File: config.mk
export PLATFORM = sky130hd
export DESIGN_NAME = multicycle_control
export DESIGN_NICKNAME = d
export VERILOG_FILES = /design/src/rtl/multicycle_control.sv
export SDC_FILE = /design/constraint.sdc
export NUM_CORES = 1
export LEC_CHECK = 0
export CORE_ASPECT_RATIO = 0.5
export CORE_MARGIN = 4
export CORE_UTILIZATION = 36
export DETAILED_ROUTE_END_ITERATION = 10
export PLACE_DENSITY = 0.85
export SLEW_MARGIN = 10
export SYNTH_ARGS = -nofsm -noshare
export SYNTH_HDL_FRONTEND = slang
export SYNTH_SLANG_ARGS = --single-unit
File: constraint.sdc
create_clock -name clk -period 1.7 [get_ports clk]
set_input_delay 0.255 -clock clk [delete_from_list [all_inputs] [get_ports clk]]
set_output_delay 0.255 -clock clk [all_outputs]
set_load 0.005 [all_outputs]
File: src/rtl/multicycle_control.sv
// Multi-cycle RV32I control FSM: FETCH/DECODE/EXEC/MEM/WB/TRAP with
// stretched ROM/RAM phases, MMIO ready/timeout handshake and traps.
// Ports: clk, rst (sync, active-high); instruction, alu_result,
//   branch_taken, io_ready in; ir_write, pc_write, pc_src, alu_op,
//   alu_src, sftmd, mem_read/write, io_read/write, mem_to_reg,
//   reg_write, retired, trap, trap_cause out.
module multicycle_control #(
   parameter int unsigned FETCH_WAIT = 1,
   parameter int unsigned MEM_WAIT   = 1,
   parameter logic [31:0] IO_BASE    = 32'hFFFFFC00,
   parameter logic [31:0] RAM_LIMIT  = 32'h00010000,
   parameter int unsigned IO_TIMEOUT = 255
) (
   input  logic        clk,
   input  logic        rst,
   input  logic [31:0] instruction,
   input  logic [31:0] alu_result,
   input  logic        branch_taken,
   input  logic        io_ready,
   output logic        ir_write,
   output logic        pc_write,
   output logic [1:0]  pc_src,
   output logic [3:0]  alu_op,
   output logic        alu_src,
   output logic        sftmd,
   output logic        mem_read,
   output logic        mem_write,
   output logic        io_read,
   output logic        io_write,
   output logic        mem_to_reg,
   output logic        reg_write,
   output logic        retired,
   output logic        trap,
   output logic [1:0]  trap_cause
);

   typedef enum logic [2:0] {
      S_FETCH, S_DECODE, S_EXEC, S_MEM, S_WB, S_TRAP
   } state_t;

   localparam logic [6:0] OP_R    = 7'b0110011;
   localparam logic [6:0] OP_I    = 7'b0010011;
   localparam logic [6:0] OP_LD   = 7'b0000011;
   localparam logic [6:0] OP_ST   = 7'b0100011;
   localparam logic [6:0] OP_BR   = 7'b1100011;
   localparam logic [6:0] OP_JAL  = 7'b1101111;
   localparam logic [6:0] OP_JALR = 7'b1100111;
   localparam logic [6:0] OP_LUI  = 7'b0110111;
   localparam logic [6:0] OP_AUI  = 7'b0010111;

   localparam logic [15:0] C_FW = 16'(FETCH_WAIT - 1);
   localparam logic [15:0] C_MW = 16'(MEM_WAIT - 1);
   localparam logic [15:0] C_TO = 16'(IO_TIMEOUT - 1);

   state_t      r_state;
   state_t      w_next;
   logic [15:0] r_cnt;
   logic [1:0]  r_cause;
   logic [1:0]  w_cause;

   logic [6:0]  w_opc;
   logic [2:0]  w_f3;
   logic [6:0]  w_f7;
   logic        w_is_r, w_is_i, w_is_ld, w_is_st, w_is_br;
   logic        w_is_jal, w_is_jalr, w_is_lui, w_is_aui;
   logic        w_r_legal, w_legal;
   logic        w_is_io, w_is_ram, w_unmapped;
   logic [3:0]  w_alu_op;
   logic        w_alu_src, w_sft;
   logic        w_unused;

   assign w_opc = instruction[6:0];
   assign w_f3  = instruction[14:12];
   assign w_f7  = instruction[31:25];
   assign w_unused = ^{instruction[24:15], instruction[11:7]};

   assign w_is_r    = (w_opc == OP_R);
   assign w_is_i    = (w_opc == OP_I);
   assign w_is_ld   = (w_opc == OP_LD);
   assign w_is_st   = (w_opc == OP_ST);
   assign w_is_br   = (w_opc == OP_BR);
   assign w_is_jal  = (w_opc == OP_JAL);
   assign w_is_jalr = (w_opc == OP_JALR);
   assign w_is_lui  = (w_opc == OP_LUI);
   assign w_is_aui  = (w_opc == OP_AUI);

   // Legal R forms: func7=0 with any func3, func7=0100000 only for sub/sra.
   assign w_r_legal = (w_f7 == 7'b0000000)
                    | ((w_f7 == 7'b0100000)
                       & ((w_f3 == 3'b000) | (w_f3 == 3'b101)));
   assign w_legal = (w_is_r & w_r_legal) | w_is_i | w_is_ld | w_is_st
                  | w_is_br | w_is_jal | w_is_jalr | w_is_lui | w_is_aui;

   // MMIO window is checked first so it wins if the two ever overlap.
   assign w_is_io    = (alu_result >= IO_BASE);
   assign w_is_ram   = ~w_is_io & (alu_result < RAM_LIMIT);
   assign w_unmapped = ~w_is_io & ~w_is_ram;

   always_comb begin
      w_alu_op = 4'b0000;
      w_sft    = 1'b0;
      if (w_is_r | w_is_i) begin
         case (w_f3)
            3'b000: w_alu_op = (w_is_r & instruction[30]) ? 4'b0001 : 4'b0000;
            3'b001: begin w_alu_op = 4'b0101; w_sft = 1'b1; end
            3'b010: w_alu_op = 4'b1000;
            3'b011: w_alu_op = 4'b1001;
            3'b100: w_alu_op = 4'b0010;
            3'b101: begin
               w_alu_op = instruction[30] ? 4'b0111 : 4'b0110;
               w_sft    = 1'b1;
            end
            3'b110: w_alu_op = 4'b0011;
            3'b111: w_alu_op = 4'b0100;
         endcase
      end else if (w_is_br) begin
         w_alu_op = 4'b0001;
      end else if (w_is_lui) begin
         w_alu_op = 4'b1010;
      end else if (w_is_aui) begin
         w_alu_op = 4'b1011;
      end
   end

   assign w_alu_src = ~(w_is_r | w_is_br);

   always_ff @(posedge clk) begin
      if (rst) begin
         r_state <= S_FETCH;
         r_cnt   <= 16'd0;
         r_cause <= 2'd0;
      end else begin
         r_state <= w_next;
         r_cause <= w_cause;
         if (w_next != r_state)
            r_cnt <= 16'd0;
         else if (r_state != S_TRAP)
            r_cnt <= r_cnt + 16'd1;
      end
   end

   always_comb begin
      w_next  = r_state;
      w_cause = r_cause;
      unique case (r_state)
         S_FETCH:
            if (r_cnt == C_FW) w_next = S_DECODE;
         S_DECODE:
            if (!w_legal) begin
               w_next  = S_TRAP;
               w_cause = 2'd1;
            end else begin
               w_next = S_EXEC;
            end
         S_EXEC:
            if (w_is_br)
               w_next = S_FETCH;
            else if (w_is_ld | w_is_st)
               w_next = S_MEM;
            else
               w_next = S_WB;
         S_MEM:
            if (w_unmapped) begin
               w_next  = S_TRAP;
               w_cause = 2'd2;
            end else if (w_is_io) begin
               // A ready on the last allowed cycle still counts as success.
               if (io_ready) begin
                  w_next = S_WB;
               end else if (r_cnt == C_TO) begin
                  w_next  = S_TRAP;
                  w_cause = 2'd3;
               end
            end else if (r_cnt == C_MW) begin
               w_next = S_WB;
            end
         S_WB:
            w_next = S_FETCH;
         S_TRAP:
            w_next = S_TRAP;
         default:
            w_next = S_FETCH;
      endcase
   end

   // ALU controls stay valid through MEM and WB so the address and the
   // writeback value remain stable while those phases last.
   always_comb begin
      ir_write   = 1'b0;
      pc_write   = 1'b0;
      pc_src     = 2'd0;
      alu_op     = 4'b0000;
      alu_src    = 1'b0;
      sftmd      = 1'b0;
      mem_read   = 1'b0;
      mem_write  = 1'b0;
      io_read    = 1'b0;
      io_write   = 1'b0;
      mem_to_reg = 1'b0;
      reg_write  = 1'b0;
      retired    = 1'b0;
      trap       = 1'b0;
      trap_cause = 2'd0;
      if (!rst) begin
         unique case (r_state)
            S_FETCH:
               ir_write = (r_cnt == C_FW);
            S_EXEC: begin
               alu_op  = w_alu_op;
               alu_src = w_alu_src;
               sftmd   = w_sft;
               if (w_is_br) begin
                  pc_write = 1'b1;
                  pc_src   = branch_taken ? 2'd1 : 2'd0;
                  retired  = 1'b1;
               end
            end
            S_MEM: begin
               alu_op  = w_alu_op;
               alu_src = w_alu_src;
               sftmd   = w_sft;
               if (w_is_io) begin
                  io_read  = w_is_ld;
                  io_write = w_is_st;
               end else if (w_is_ram) begin
                  mem_read  = w_is_ld;
                  mem_write = w_is_st;
               end
            end
            S_WB: begin
               alu_op     = w_alu_op;
               alu_src    = w_alu_src;
               sftmd      = w_sft;
               pc_write   = 1'b1;
               pc_src     = w_is_jal ? 2'd2 : (w_is_jalr ? 2'd3 : 2'd0);
               reg_write  = ~w_is_st;
               mem_to_reg = w_is_ld;
               retired    = 1'b1;
            end
            S_TRAP: begin
               trap       = 1'b1;
               trap_cause = r_cause;
            end
            default: ;
         endcase
      end
   end

endmodule

* Word-level counts from Yosys, hierarchy flattened
Cells that the tools add are included.
Cells by class: $add $sub $neg 1, order comparisons 2, eq/ne operators 29, multiplexer cells 64, bitwise logic cells 22, reduce and logical (&&, ||, !) cells 9
Operator list (count):
- 2-to-1 mux 1 bit | 34
- greater-or-equal comparator 32 bit (second input constant) | 1
- less-than comparator 32 x 17 -> 1 bit (second input constant) | 1
- one-hot mux 4 bit (8 select lines) | 1
- equality test 7 x 6 -> 1 bit (second input constant) | 4
- 2-to-1 mux 3 bit | 9
- 2-to-1 mux 4 bit | 6
- equality test 7 bit (second input constant) | 3
- 2-to-1 mux 2 bit | 10
- equality test 3 bit (second input constant) | 6
- adder 16 x 1 -> 16 bit (second input constant) | 1
- equality test 16 x 8 -> 1 bit (second input constant) | 1
- logical NOT 16 bit | 1
- one-hot mux 3 bit (5 select lines) | 1
- equality test 7 x 5 -> 1 bit (second input constant) | 2
- OR 1 bit | 13
- equality test 3 x 2 -> 1 bit (second input constant) | 4
- inequality test 3 bit (second input constant) | 4
- one-hot mux 2 bit (2 select lines) | 2
- equality test 7 x 2 -> 1 bit (second input constant) | 1
- logical NOT 7 bit | 1
- equality test 3 x 1 -> 1 bit (second input constant) | 2
- logical NOT 3 bit | 2
- bitwise AND 1 bit | 5
- other kinds (8) | 12
Word-level totals: bits in registers 21, input port bits 68, output and inout bits 20, logic and storage cells 130

* Logic depth before layout (Yosys ltp)
Gate-level depths: netlist of the first run.
depth after elaboration 17, depth in mapped cells 9, gate-level depth less buffers 8

* Worst setup path after synthesis of the first run
Ideal clock, no wire load.
kind reg-to-reg, start point register r_cnt[0], end point register r_cnt[7], setup time 0.115 ns, arrival time 1.740 ns, data required time 1.585 ns, path slack -0.155 ns, cell stages (with the launch flop) 10, path buffers 1, clock period less this slack 1.855 ns, cell sequence dfxtp_1 -> inv_1 -> ha_1 -> nor4b_1 -> nand4_2 -> or2b_1 -> a21boi_2 -> o211ai_4 -> buf_12 -> nor2_2
Between the ends: longest elaborated chain between the ends 8, elaborated cells between the ends (all ways) 12, those cells by class add/sub: 1; eq/ne: 2; mux: 7; reduce/logical: 2
RTL lines:
- from (decl) | line 57 | logic [15:0] r_cnt;
- from (signal assigned) | line 138 | r_cnt <= r_cnt + 16'd1;
- equality test 16 x 8 -> 1 bit | line 170 | end else if (r_cnt == C_TO) begin
- 2-to-1 mux 3 bit | line 170
- 2-to-1 mux 3 bit | line 168 | if (io_ready) begin
- 2-to-1 mux 3 bit | line 166 | end else if (w_is_io) begin
- 2-to-1 mux 3 bit | line 163 | if (w_unmapped) begin
- one-hot mux 3 bit (5 select lines) | line 145 | unique case (r_state)
- inequality test 3 bit | line 135 | if (w_next != r_state)
- OR reduction 2 bit (no source line)
Several ways; a longest one is shown, not always the timed one. A chain may end at the register's enable or synchronous reset.

* Worst setup path after layout of the first run
start point register r_cnt[3], end point register r_cnt[0]
Between the ends: longest elaborated chain between the ends 8, elaborated cells between the ends (all ways) 11, those cells by class eq/ne: 2; mux: 7; reduce/logical: 2
RTL lines (line):
- equality test 16 x 8 -> 1 bit | 170
- 2-to-1 mux 3 bit | 170
- 2-to-1 mux 3 bit | 168
- 2-to-1 mux 3 bit | 166
- 2-to-1 mux 3 bit | 163
- one-hot mux 3 bit (5 select lines) * | 145
- inequality test 3 bit * | 135
- OR reduction 2 bit (no source line) *
Every way passes the cells marked *; elsewhere a longest branch is shown, timed or not.

==> flow_summary.yaml, run 1 <==
routing:
  dr.pass1.iters: 5
  wl_met1_um: 3770
  drc: 0
  top_layer: "met4"
  routed_wirelength_um: 11400
  dr_wl_met2_um: 4880
  dr_total_vias: 2847
  drtIter0Drc: 337
  met3_length_um: 1350
  via_per_inst: 6.58
  ant_nets: 0
  wl_per_cell_um: 26.3
sta:
  period_share_pct: 127
  fin_skew_ns: 0.0101
  rsz0062_at_grt: "yes"
  fin_crit_ns: 2.16
  fin_hold_ws_ns: 0.521
  worst_pin_slew_ns: 0.531
  timing.max_slew.rel_slack_pct: 64.5
  maxSlewViolCount: 0
  fmax_mhz: 463
  worst_slack_ns: -0.462
  hold_violations: 0
  tns_ns: -12.11
  setup_viol: 39
finish:
  nets: 438
  area_growth_pct: 106
  finalInstanceArea_sq_mm: 0.00357
  layout_common_cells: "70 x buf_4, 23 x buf_6, 22 x buf_2"
  layout.cells.most_common: "buf_4"
  drive_gt1_share_pct: 59.8
placed_design:
  dp_hpwl_um: 4840
  place.gp.congestion: 0.860
  placed_cell_area_sq_mm: 0.00290
  port_buffers: 62
synth:
  ys_seq_area_share_pct: 24.2
  synth_area_sq_mm: 0.00174
  syn_nets: 290
  yosysWarnings: 0
  synth_seq_cells: 21
  syn_area_per_cell_sq_um: 7.92
  netlist_instances: 219
  synth.distinct_cells: 54
floorplanning:
  rows: 17
  die_h_um: 57.1
  fp.dieArea_sq_mm: 0.00606
  die_w_um: 106
  start_util_pct: 38.3
  core-area_sq_mm: 0.00453
  io_pins: 88
setup_path:
  timing.rr.start: "r_cnt[3]$_SDFFE_PP0P_"
  end_kind: "flip-flop"
  critical_path_class: "flip-flop to flip-flop"
  startpoint: "r_cnt[3]$_SDFFE_PP0P_"
  critical_path_required_ns: 1.85
  rrSetupSlack_ns: -0.46
  cp_data_arrival_time_ns: 2.31
  path_max_fanout: 8
  startpoint_type: "flip-flop"
pwr:
  power.density_mw_per_mm2: 396
  irDropWorstVdd_uv: 335
  leakagePower_nw: 1.50
cts:
  clock_latency_ns: 0.27
  clock-root-buffer: "clkbuf_8"
  cts_tree: "built"
  cts_max_level: 1
  cts_sinks: 21
  clk_pin_slew_ns: 0.08
  clk_path_buf_depth: 2
  numCtsBuffers: 3
hold_path:
  hp-class: "flip-flop to flip-flop"
  hp-start: "r_cause[1]$_SDFFE_PP0P_"
run_status:
  status: "complete, but fails checks"
  failed_checks: "negative setup slack"
global_route:
  grt_max_degree: 12
  grt_pass1_vias: 2678
  grt_use_total_pct: 29.2
  grt_overflow: 0
  grt_pass1_wl_um: 14100
  antenna_found_initial: 1
flow_run:
  max_cap_viol_count: 0
[worst paths after layout]
check                             to  cells after the start
max            r_cnt[0]$_SDFFE_PP0P_                      8
min          r_cause[1]$_SDFFE_PP0P_                      2
max reg2reg    r_cnt[0]$_SDFFE_PP0P_                      8
min reg2reg  r_cause[1]$_SDFFE_PP0P_                      2
[critical path, cell delays in order (launching register included)]
cell and delay (ns):
dfxtp_1 0.37, nor3_1 0.40, nand4_2 0.25, buf_6 0.19, or2b_1 0.19, a21boi_2 0.11, o211ai_4 0.29, buf_12 0.19
nor2_2 0.05
[final cells by class]
cell class              instances  area, sq um
multi-input cells             181         1700
repair buffers                155         1300
fillers                       195          957
flip-flops and latches         21          429
well taps                      66         82.6
clock buffers                   4         45.0
inverters                       5         18.8
diodes                          1         2.50
[registers in the layout, indices dropped and copies added, names as in the netlist]
name and count:
r_cause 2, r_cnt 16, r_state 3
[per-stage QoR]
step	util, %	total power [W]	worst slack [ns]	instances
after floorplan	-	0.000675	-0.0183	219
after global placement	63.9	0.000899	-0.707	402
after detailed placement	63.9	0.000914	-0.740	402
after CTS	74.7	0.00131	-0.211	428
after global routing	78.9	0.00145	-0.591	433
final	78.9	0.00142	-0.462	433
[power by group]
group | total [W] | leakage (nW) | internal [W] | switching, W
Sequential | 0.000513 | 0.172 | 0.000503 | 0.0000102
Combinational | 0.000567 | 1.31 | 0.000276 | 0.000292
Clock | 0.000335 | 0.0228 | 0.000167 | 0.000167
Total | 0.00142 | 1.50 | 0.000946 | 0.000469
[routing by layer]
layer	track usage, %	vias up
li1	-	1088
met1	30.6	1292
met2	54.9	324
met3	6.10	143
met4	17.0	0
met5	0	-
[what timing repair did]
item | in CTS | in global routing
cloned | 1 | 0
pin swaps | 51 | 26
buffers inserted | 21 | 9
hold buffers | 0 | 0
endpoints found under the setup margin | 41 | 41
gates resized for setup | 226 | 48
[cell families (layout without fill, tap and decap cells)]
| group | after synthesis | after routing | synth area share (%) |
|---|---|---|---|
| compound gates | 35 | 35 | 15.7 |
| flops | 21 | 21 | 24.2 |
| fa+ha+maj | 3 | 3 | 2.16 |
| simple gates | 123 | 123 | 41.9 |
| buf+inv | 17 | 164 | 5.62 |
| other cells | 0 | 1 | 0 |
| xor+xnor | 16 | 16 | 8.07 |
| mux | 4 | 4 | 2.31 |
[Yosys cell counts (all sizes together)]
library cell	n	area share, %
nor4b	2	1.0
nor2b	6	2.3
nand3b	5	2.9
nand2	15	3.2
o21a	3	1.3
inv	5	1.1
xnor2	4	2.0
or4	2	1.1
o211ai	2	1.7
dfxtp	21	24
o21bai	2	0.86
and3	5	1.8
a21oi	12	3.5
xor2	12	6.1
o31ai	1	1.2
clkbuf	5	1.1
nand3	10	2.9
nor3	6	1.7
a21o	2	0.86
a21bo	1	0.58
nor3b	1	0.43
mux2i	4	2.3
or2	1	0.36
a31oi	1	0.36
and4	2	1.0
and2	5	1.9
a22o	1	0.50
nor2	32	8.4
ha	3	2.2
o221ai	1	0.86
nand4b	1	0.50
or2b	1	0.43
a221oi	1	0.50
o2111ai	1	0.50
nor4	13	5.8
nand2b	3	1.1
nand4	13	5.0
buf	7	3.5
a21boi	1	0.65
o21ai	5	1.7
a22oi	1	0.72
No activity file was read; power rests on OpenSTA's default activity.
==> run 2: changes to the inputs <==
CTS_CLUSTER_SIZE = 24   (was unset)
SKIP_CTS_REPAIR_TIMING = 1   (was unset)
==> flow_summary.yaml, run 2 (synthesized netlist as in run 1, its figures left out) <==
routing:
  dr_wl_met2_um: 4800
  dr.pass1.iters: 6
  met3_length_um: 1110
  via_per_inst: 6.36
  dr_total_vias: 2728
  ant_nets: 0
  routed_wirelength_um: 10500
  wl_per_cell_um: 24.6
  top_layer: "met4"
  drc: 0
  drtIter0Drc: 266
  wl_met1_um: 3850
sta:
  worst_slack_ns: -0.379
  period_share_pct: 122
  timing.max_slew.rel_slack_pct: 74.0
  fin_skew_ns: 0.0179
  fin_crit_ns: 2.08
  maxSlewViolCount: 0
  rsz0062_at_grt: "yes"
  fmax_mhz: 481
  hold_violations: 0
  setup_viol: 41
  worst_pin_slew_ns: 0.389
finish:
  final_util_pct: 78.9
  layout.cells.most_common: "buf_4"
  drive_gt1_share_pct: 53.9
  finalInstanceArea_sq_mm: 0.00357
  finalNonFillerCells: 429
  regMostFlops: "r_cnt"
  nets: 434
  layout_common_cells: "71 x buf_4, 31 x dlymetal6s2s_1, 16 x buf_2"
  largest_register_ffs: 16
  fillCellCount: 197
  area_growth_pct: 106
  reg_top3: "r_cnt (16), r_state (3), r_cause (2)"
floorplanning:
  start_util_pct: 38.3
  die_h_um: 57.1
  die_w_um: 106
  fp.dieArea_sq_mm: 0.00606
  io_pins: 88
  rows: 17
  core-area_sq_mm: 0.00453
placed_design:
  dp_cells: 402
  placed_cell_area_sq_mm: 0.00290
  dp_hpwl_um: 4840
  dp_slack_ns: -0.740
  port_buffers: 62
  place.gp.congestion: 0.860
cts:
  cts_max_level: 1
  cts_tree: "built"
  clk_path_buf_depth: 2
  cts_sinks: 21
  clock_latency_ns: 0.28
  clock-root-buffer: "clkbuf_8"
  numCtsBuffers: 3
  clk_pin_slew_ns: 0.09
setup_path:
  critical_path_required_ns: 1.44
  path_max_fanout: 3
  end_kind: "output pin"
  cp_data_arrival_time_ns: 1.82
  startpoint_type: "input port"
  critical_path_class: "input port to output pin"
run_status:
  status: "complete, but fails checks"
  failed_checks: "negative setup slack"
flow_run:
  max_cap_viol_count: 0
hold_path:
  hp-class: "flip-flop to flip-flop"
global_route:
  grt_overflow: 0
  grt_pass1_vias: 2139
  grt_use_total_pct: 19.6
  grt_max_degree: 17
  antenna_found_initial: 1
  grt_pass1_wl_um: 9770
pwr:
  irDropWorstVdd_uv: 465
  leakagePower_nw: 1.71
  power.density_mw_per_mm2: 397
==> run 2: critical path, cell delays in order <==
cell             delay [ns]
clkdlybuf4s50_1        0.55
a21oi_1                0.08
nor3b_1                0.27
o21ai_0                0.18
a21o_1                 0.24
a21oi_4                0.11
buf_2                  0.13
==> run 2: stage by stage <==
step	setup TNS, ns	hold slack, ns	power, W
after floorplan	-0.179	0.434	0.000675
after global placement	-22.26	0.452	0.000899
after detailed placement	-23.38	0.466	0.000914
after CTS	-19.07	0.486	0.00123
after global routing	-10.88	0.565	0.00146
final	-8.88	0.548	0.00142
==> run 2: layer usage <==
| metal | vias to the layer above | track usage (%) |
|---|---|---|
| li1 | 1090 | - |
| met1 | 1293 | 21.9 |
| met2 | 258 | 37.1 |
| met3 | 87 | 3.62 |
| met4 | 0 | 7.93 |
| met5 | - | 0 |
==> run 2: power breakdown <==
group	internal, W	leakage, nW	total [W]	switching (W)
clock network	0.000168	0.0228	0.000341	0.000173
logic	0.000284	1.51	0.000563	0.000279
registers	0.000503	0.173	0.000517	0.0000132
==> run 2: final timing paths <==
| path | from | endpoint | slack (ns) | cells after the start |
|---|---|---|---|---|
| worst max-delay path | instruction[12] | alu_op[0] | -0.38 | 7 |
| worst min-delay path | r_cause[1]$_SDFFE_PP0P_ | r_cause[1]$_SDFFE_PP0P_ | 0.55 | 2 |
| worst max register to register | r_cnt[11]$_SDFFE_PP0P_ | r_cnt[12]$_SDFFE_PP0P_ | -0.35 | 6 |
| worst min register to register | r_cause[1]$_SDFFE_PP0P_ | r_cause[1]$_SDFFE_PP0P_ | 0.55 | 2 |
==> run 2: area by class of cell <==
cell class / count / area [sq um] / area share [%]
antenna: 1 / 2.50 / 0.0700
clock buffer: 4 / 45.0 / 1.26
inverter: 5 / 18.8 / 0.525
multi-input combinational: 182 / 1650 / 46.2
sequential: 21 / 430 / 12.0
tap: 66 / 82.6 / 2.31
timing repair buffer: 150 / 1350 / 37.6
